==> src/rtl/pipe_ctrl_pkg.sv <==
// Shared types and constants for the pipeline hazard controller.
package pipe_ctrl_pkg;

  typedef enum logic [1:0] {StRun, StMemWait, StHalt} state_e;

  localparam int unsigned MEM_TIMEOUT_DEF = 16;
  localparam logic [4:0]  REG_ZERO        = 5'd0;

  // Stage-register control bundle: write enables then bubble flushes.
  typedef struct packed {
    logic pc_we;
    logic ifid_we;
    logic idex_we;
    logic exmem_we;
    logic ifid_fl;
    logic idex_fl;
    logic exmem_fl;
    logic memwb_fl;
  } ctl_t;

  localparam ctl_t CtlRun     = '{1'b1, 1'b1, 1'b1, 1'b1, 1'b0, 1'b0, 1'b0, 1'b0};
  localparam ctl_t CtlStall   = '{1'b0, 1'b0, 1'b0, 1'b0, 1'b0, 1'b0, 1'b0, 1'b1};
  localparam ctl_t CtlBranch  = '{1'b1, 1'b1, 1'b1, 1'b1, 1'b1, 1'b1, 1'b1, 1'b0};
  localparam ctl_t CtlLoadUse = '{1'b0, 1'b0, 1'b1, 1'b1, 1'b0, 1'b1, 1'b0, 1'b0};
  localparam ctl_t CtlReset   = '{1'b0, 1'b0, 1'b0, 1'b0, 1'b1, 1'b1, 1'b1, 1'b1};

endpackage

==> src/rtl/load_use_detect.sv <==
// Flags a load in EX whose destination is a source of the instruction in ID.
module load_use_detect
  import pipe_ctrl_pkg::*;
(
  input  logic       mem_read_i,
  input  logic [4:0] ex_rt_i,
  input  logic [4:0] id_rs_i,
  input  logic [4:0] id_rt_i,
  output logic       hazard_o
);

  // Register zero is hardwired, so a load targeting it never creates a dependency.
  assign hazard_o = mem_read_i && (ex_rt_i != REG_ZERO) &&
                    ((ex_rt_i == id_rs_i) || (ex_rt_i == id_rt_i));

endmodule

==> src/rtl/pipe_hazard_ctrl.sv <==
// Pipeline hazard controller: memory-wait FSM with timeout, branch flush and
// load-use stall, plus a saturating stall counter and sticky timeout flag.
module pipe_hazard_ctrl
  import pipe_ctrl_pkg::*;
#(
  parameter int unsigned MEM_TIMEOUT = MEM_TIMEOUT_DEF
) (
  input  logic        clk_i,
  input  logic        rst_n_i,
  input  logic        IDEX_MemRead_i,
  input  logic [4:0]  IDEX_Rt_i,
  input  logic [4:0]  IFID_Rs_i,
  input  logic [4:0]  IFID_Rt_i,
  input  logic        BranchTaken_i,
  input  logic        MemAccess_i,
  input  logic        MemReady_i,
  output logic        PCWrite_o,
  output logic        IFIDWrite_o,
  output logic        IDEXWrite_o,
  output logic        EXMEMWrite_o,
  output logic        IFIDFlush_o,
  output logic        IDEXFlush_o,
  output logic        EXMEMFlush_o,
  output logic        MEMWBFlush_o,
  output logic [15:0] StallCnt_o,
  output logic        MemErr_o
);

  localparam logic [7:0] WaitLast = 8'(MEM_TIMEOUT - 1);

  state_e      state_q, state_d;
  logic [7:0]  wait_q, wait_d;
  logic [15:0] stall_q, stall_d;
  logic        err_q, err_d;
  logic        load_use;
  ctl_t        run_ctl, ctl;

  load_use_detect u_load_use_detect (
    .mem_read_i (IDEX_MemRead_i),
    .ex_rt_i    (IDEX_Rt_i),
    .id_rs_i    (IFID_Rs_i),
    .id_rt_i    (IFID_Rt_i),
    .hazard_o   (load_use)
  );

  // Controls for a cycle with no memory stall; branch flush masks load-use.
  always_comb begin
    run_ctl = CtlRun;
    if (BranchTaken_i) begin
      run_ctl = CtlBranch;
    end else if (load_use) begin
      run_ctl = CtlLoadUse;
    end
  end

  always_comb begin
    state_d = state_q;
    wait_d  = wait_q;
    ctl     = run_ctl;
    case (state_q)
      StRun: begin
        if (MemAccess_i && !MemReady_i) begin
          ctl     = CtlStall;
          state_d = StMemWait;
          wait_d  = 8'd1;
        end
      end
      StMemWait: begin
        if (!MemReady_i) begin
          ctl    = CtlStall;
          wait_d = wait_q + 8'd1;
          if (wait_q == WaitLast) begin
            state_d = StHalt;
          end
        end else begin
          state_d = StRun;
          wait_d  = 8'd0;
        end
      end
      StHalt: begin
        ctl = CtlStall;
      end
      default: begin
        state_d = StRun;
        wait_d  = 8'd0;
      end
    endcase
    // Reset forces all stage registers to hold bubbles regardless of the clock.
    if (!rst_n_i) begin
      ctl = CtlReset;
    end
  end

  always_comb begin
    stall_d = stall_q;
    if (!ctl.pc_we && (stall_q != 16'hFFFF)) begin
      stall_d = stall_q + 16'd1;
    end
    err_d = err_q | (state_d == StHalt);
  end

  always_ff @(posedge clk_i or negedge rst_n_i) begin
    if (!rst_n_i) begin
      state_q <= StRun;
      wait_q  <= 8'd0;
      stall_q <= 16'd0;
      err_q   <= 1'b0;
    end else begin
      state_q <= state_d;
      wait_q  <= wait_d;
      stall_q <= stall_d;
      err_q   <= err_d;
    end
  end

  assign PCWrite_o    = ctl.pc_we;
  assign IFIDWrite_o  = ctl.ifid_we;
  assign IDEXWrite_o  = ctl.idex_we;
  assign EXMEMWrite_o = ctl.exmem_we;
  assign IFIDFlush_o  = ctl.ifid_fl;
  assign IDEXFlush_o  = ctl.idex_fl;
  assign EXMEMFlush_o = ctl.exmem_fl;
  assign MEMWBFlush_o = ctl.memwb_fl;
  assign StallCnt_o   = stall_q;
  assign MemErr_o     = err_q;

endmodule

==> config.mk <==
export PLATFORM = sky130hd
export DESIGN_NAME = pipe_hazard_ctrl
export DESIGN_NICKNAME = d
export VERILOG_FILES = /design/src/rtl/pipe_ctrl_pkg.sv /design/src/rtl/load_use_detect.sv /design/src/rtl/pipe_hazard_ctrl.sv
export SDC_FILE = /design/constraint.sdc
export NUM_CORES = 1
export LEC_CHECK = 0
export ABC_AREA = 1
export CORE_UTILIZATION = 41
export DETAILED_ROUTE_END_ITERATION = 16
export GPL_ROUTABILITY_DRIVEN = 0
export PLACE_DENSITY = 0.71
export RECOVER_POWER = 50
export SLEW_MARGIN = 20
export SYNTH_ARGS = -nofsm -noshare
export SYNTH_HDL_FRONTEND = slang
export SYNTH_SLANG_ARGS = --single-unit
==> constraint.sdc <==
create_clock -name clk_i -period 1.8 [get_ports clk_i]
set_input_delay 0.36 -clock clk_i [delete_from_list [all_inputs] [get_ports clk_i]]
set_output_delay 0.36 -clock clk_i [all_outputs]
set_load 0.005 [all_outputs]
==> impl_metrics.xml <==
<?xml version="1.0" encoding="UTF-8"?>
<metrics>
  <group name="synthesis">
    <metric name="seq_cells_post_synth" unit="">27</metric>
    <metric name="yosys_warnings" unit="">0</metric>
    <metric name="synth_enable_flop_cells" unit="">0</metric>
    <metric name="synthDominantCellAreaShare" unit="%">37.16</metric>
    <metric name="syn_inst" unit="">259</metric>
    <metric name="ys_types" unit="">28</metric>
    <metric name="synth.cell_area" unit="mm^2">0.001818</metric>
    <metric name="synth_flop_cell" unit="">sky130_fd_sc_hd__dfrtp_1</metric>
    <metric name="synth.avg_cell_area" unit="um^2">7.019</metric>
    <metric name="synth_seq_area_share" unit="%">37.16</metric>
    <metric name="synthArstFlopShare" unit="%">100.0</metric>
    <metric name="syn-num-nets" unit="">282</metric>
    <metric name="ys_top_cells_by_area" unit="">sky130_fd_sc_hd__dfrtp_1 (37%), sky130_fd_sc_hd__nand2_1 (18%), sky130_fd_sc_hd__nand3_1 (8.0%), sky130_fd_sc_hd__inv_1 (6.8%), sky130_fd_sc_hd__nor2_1 (5.6%)</metric>
    <metric name="synth_top_area_cell" unit="">sky130_fd_sc_hd__dfrtp_1</metric>
  </group>
  <group name="detailed_routing">
    <metric name="viasPerCell" unit="">4.837</metric>
    <metric name="via_count" unit="">1896</metric>
    <metric name="drt_wl_total" unit="um">4618</metric>
    <metric name="drt.antenna.violating_nets" unit="">0</metric>
    <metric name="post_drt_wl_per_cell" unit="um">11.78</metric>
    <metric name="drt_iter0_markers" unit="">93</metric>
    <metric name="dr.pass1.iters" unit="">4</metric>
    <metric name="route.detailed.drc" unit="">0</metric>
  </group>
  <group name="cts">
    <metric name="clkTransAtPathRegs" unit="ps">90</metric>
    <metric name="h-tree-depth" unit="">1</metric>
    <metric name="cts-root-buf" unit="">sky130_fd_sc_hd__clkbuf_8</metric>
    <metric name="clock_path_buffers" unit="">2</metric>
    <metric name="cts-hold-fix-buffers" unit="">0</metric>
    <metric name="clock_latency_on_the_worst_skew_pair" unit="ps">280</metric>
    <metric name="cts_made_buffers" unit="">3</metric>
    <metric name="cts.sinks" unit="">27</metric>
    <metric name="cts_tree" unit="">yes</metric>
  </group>
  <group name="cells_and_area">
    <metric name="fin_cells" unit="">392</metric>
    <metric name="area_delta_synth_final" unit="%">46.94</metric>
    <metric name="mostFrequentLayoutCell" unit="">sky130_fd_sc_hd__nand2_1</metric>
    <metric name="layout-drive-gt1-share" unit="%">20.76</metric>
    <metric name="insertedDiodeCount" unit="">0</metric>
    <metric name="design.final.nets" unit="">366</metric>
    <metric name="layout.cells.most_common_list" unit="">sky130_fd_sc_hd__nand2_1 (82), sky130_fd_sc_hd__buf_4 (31), sky130_fd_sc_hd__inv_1 (29)</metric>
  </group>
  <group name="worst_setup_path">
    <metric name="cp_data_arrival_time" unit="ps">1500</metric>
    <metric name="timing.critical_path.slowest_cell_delay" unit="ps">410</metric>
    <metric name="worst-setup-path-type" unit="">flop to output pin</metric>
    <metric name="timing.reg2reg.setup_slack" unit="ps">90</metric>
    <metric name="timing.critical_path.from_type" unit="">flop</metric>
    <metric name="required" unit="ps">1440</metric>
    <metric name="critical_path.cell_chain" unit="">buf_6, o21ai_4, nand2_2, buf_6, a21oi_4, nand2_1, buf_2</metric>
    <metric name="critical-path-top-cell-by-count" unit="">sky130_fd_sc_hd__buf_6</metric>
    <metric name="cp_slowest_cell" unit="">sky130_fd_sc_hd__dfrtp_1</metric>
    <metric name="largest_fanout_on_the_critical_path" unit="">2</metric>
    <metric name="timing.critical_path.to_type" unit="">output pin</metric>
  </group>
  <group name="pwr">
    <metric name="vdd_drop_max" unit="mV">0.3650</metric>
    <metric name="total_leakage_power" unit="nW">1.407</metric>
    <metric name="power_density" unit="mW/mm^2">402.4</metric>
    <metric name="finalPower" unit="mW">1.075</metric>
  </group>
  <group name="placement">
    <metric name="placed_cells" unit="">374</metric>
    <metric name="io_buffers" unit="">45</metric>
    <metric name="placement.setup.worst_slack" unit="ps">-569.3</metric>
    <metric name="detailedPlacementHpwl" unit="um">3241</metric>
  </group>
  <group name="grt">
    <metric name="grt_max_degree" unit="">28</metric>
    <metric name="number_of_global_route_vias_before_repair" unit="">1694</metric>
    <metric name="grt_pass1_wl" unit="um">7341</metric>
    <metric name="track_usage" unit="%">20.78</metric>
    <metric name="number_of_antenna_violations_at_the_first_check_in_global_routing" unit="">0</metric>
    <metric name="overflow" unit="">0</metric>
  </group>
  <group name="floorplanning">
    <metric name="die_h" unit="um">68.59</metric>
    <metric name="die-area" unit="mm^2">0.004705</metric>
    <metric name="effective_utilization_at_floorplan" unit="%">44.18</metric>
    <metric name="core.rowCount" unit="">23</metric>
    <metric name="pin_count" unit="">46</metric>
    <metric name="chipWidth" unit="um">68.59</metric>
    <metric name="core-area" unit="mm^2">0.004115</metric>
  </group>
  <group name="run_status">
    <metric name="failing_checks" unit="">negative setup slack</metric>
    <metric name="outcome" unit="">finished with violations</metric>
  </group>
  <group name="flow_run">
    <metric name="max-cap-violations" unit="">0</metric>
  </group>
  <group name="sta">
    <metric name="tightest_slew" unit="ps">680.0</metric>
    <metric name="timing.final.crit_share" unit="%">103.6</metric>
    <metric name="slew_hr" unit="%">54.67</metric>
    <metric name="hold_viol" unit="">0</metric>
    <metric name="rsz_0062_raised_after_global_routing" unit="">yes</metric>
    <metric name="final_count_of_negative_setup_slack_endpoints" unit="">7</metric>
    <metric name="final_max_slew_viol_count" unit="">0</metric>
    <metric name="final_worst_setup_slack" unit="ps">-64.84</metric>
    <metric name="skew" unit="ps">6.943</metric>
    <metric name="setup_tns_final" unit="ps">-330.1</metric>
    <metric name="final.hold.worst_slack" unit="ps">489.4</metric>
    <metric name="finalCriticalPeriod" unit="ps">1865</metric>
    <metric name="fmax" unit="GHz">0.5362</metric>
  </group>
  <group name="min_path">
    <metric name="timing.hold.worst.class" unit="">flop to flop</metric>
  </group>
</metrics>
-- registers in the layout (all words and copies together), names as in the netlist --
| register | count |
|---|---|
| state_q | 2 |
| MemErr_o | 1 |
| StallCnt_o | 16 |
| wait_q | 8 |
-- Yosys cell counts (3+ instances only) --
master	instances
sky130_fd_sc_hd__xnor2_1	9
sky130_fd_sc_hd__nand2_1	85
sky130_fd_sc_hd__buf_4	3
sky130_fd_sc_hd__nand4_1	3
sky130_fd_sc_hd__nand3_1	29
sky130_fd_sc_hd__dfrtp_1	27
sky130_fd_sc_hd__o21ai_0	6
sky130_fd_sc_hd__nor2_1	27
sky130_fd_sc_hd__nor3_1	5
sky130_fd_sc_hd__inv_1	33
sky130_fd_sc_hd__xor2_1	9
-- power breakdown --
| group | switching [mW] | internal, mW |
|---|---|---|
| clock | 0.197 | 0.159 |
| sequential | 0 | 0.606 |
| combinational | 0.0587 | 0.0544 |
-- worst max-delay path, delay by kind of cell (launching register included) --
kind,cells,cell delay [ps]
AO/OA/AOI/OAI,2,270
buffers and inverters,3,390
flip-flops,1,410
AND/OR/NAND/NOR,2,160
-- cell type report --
| type | instances | area, um^2 |
|---|---|---|
| flip-flops and latches | 27 | 675.6 |
| multi-input cells | 192 | 1027 |
| fillers | 375 | 1444 |
| repair buffers | 85 | 730.7 |
| well taps | 50 | 62.56 |
| clock buffers | 4 | 45.04 |
| inverters | 34 | 130.1 |
-- per-stage QoR --
stage	utilization, %	area [um^2]
2_1_floorplan	-	1822
6_report	64.91	2671
3_5_place_dp	60.41	2486
3_3_place_gp	60.41	2486
4_1_cts	62.57	2575
5_1_grt	64.91	2671
-- timing repair --
action / in CTS / in global routing
pin swaps: 13 / 9
setup buffers: 12 / 3
resized for setup: 56 / 20
setup endpoints to repair: 24 / 24
-- path summary, 6_finish.rpt --
check                                      from                         to  cells past startpoint
setup reg to reg           state_q[1]$_DFF_PN0_  StallCnt_o[2]$_DFFE_PN0P_                     11
hold reg to reg              MemErr_o$_DFF_PN0_         MemErr_o$_DFF_PN0_                      1
setup / recovery           state_q[1]$_DFF_PN0_                IDEXFlush_o                      7
min in group asynchronous               rst_n_i  StallCnt_o[0]$_DFFE_PN0P_                      2
max in group asynchronous               rst_n_i         MemErr_o$_DFF_PN0_                      2
hold / removal               MemErr_o$_DFF_PN0_         MemErr_o$_DFF_PN0_                      1
-- cells by family after synthesis --
family	count (synthesis)	synth area share, %
buf+inv	40	9.359
compound gates	13	4.474
xor+xnor	18	8.672
flops	27	37.16
fa+ha+maj	2	1.376
simple gates	159	38.95
-- metal layers --
| metal | vias up | track usage, % | part of all wire, % |
|---|---|---|---|
| li1 | 982 | - | - |
| met1 | 853 | 28.06 | 49 |
| met2 | 54 | 34.68 | 45 |
| met3 | 7 | 2.303 | 5.4 |
| met4 | 0 | 6.250 | 1.4 |
| met5 | - | 0 | 0 |
No activity file was read; power rests on OpenSTA's default activity.
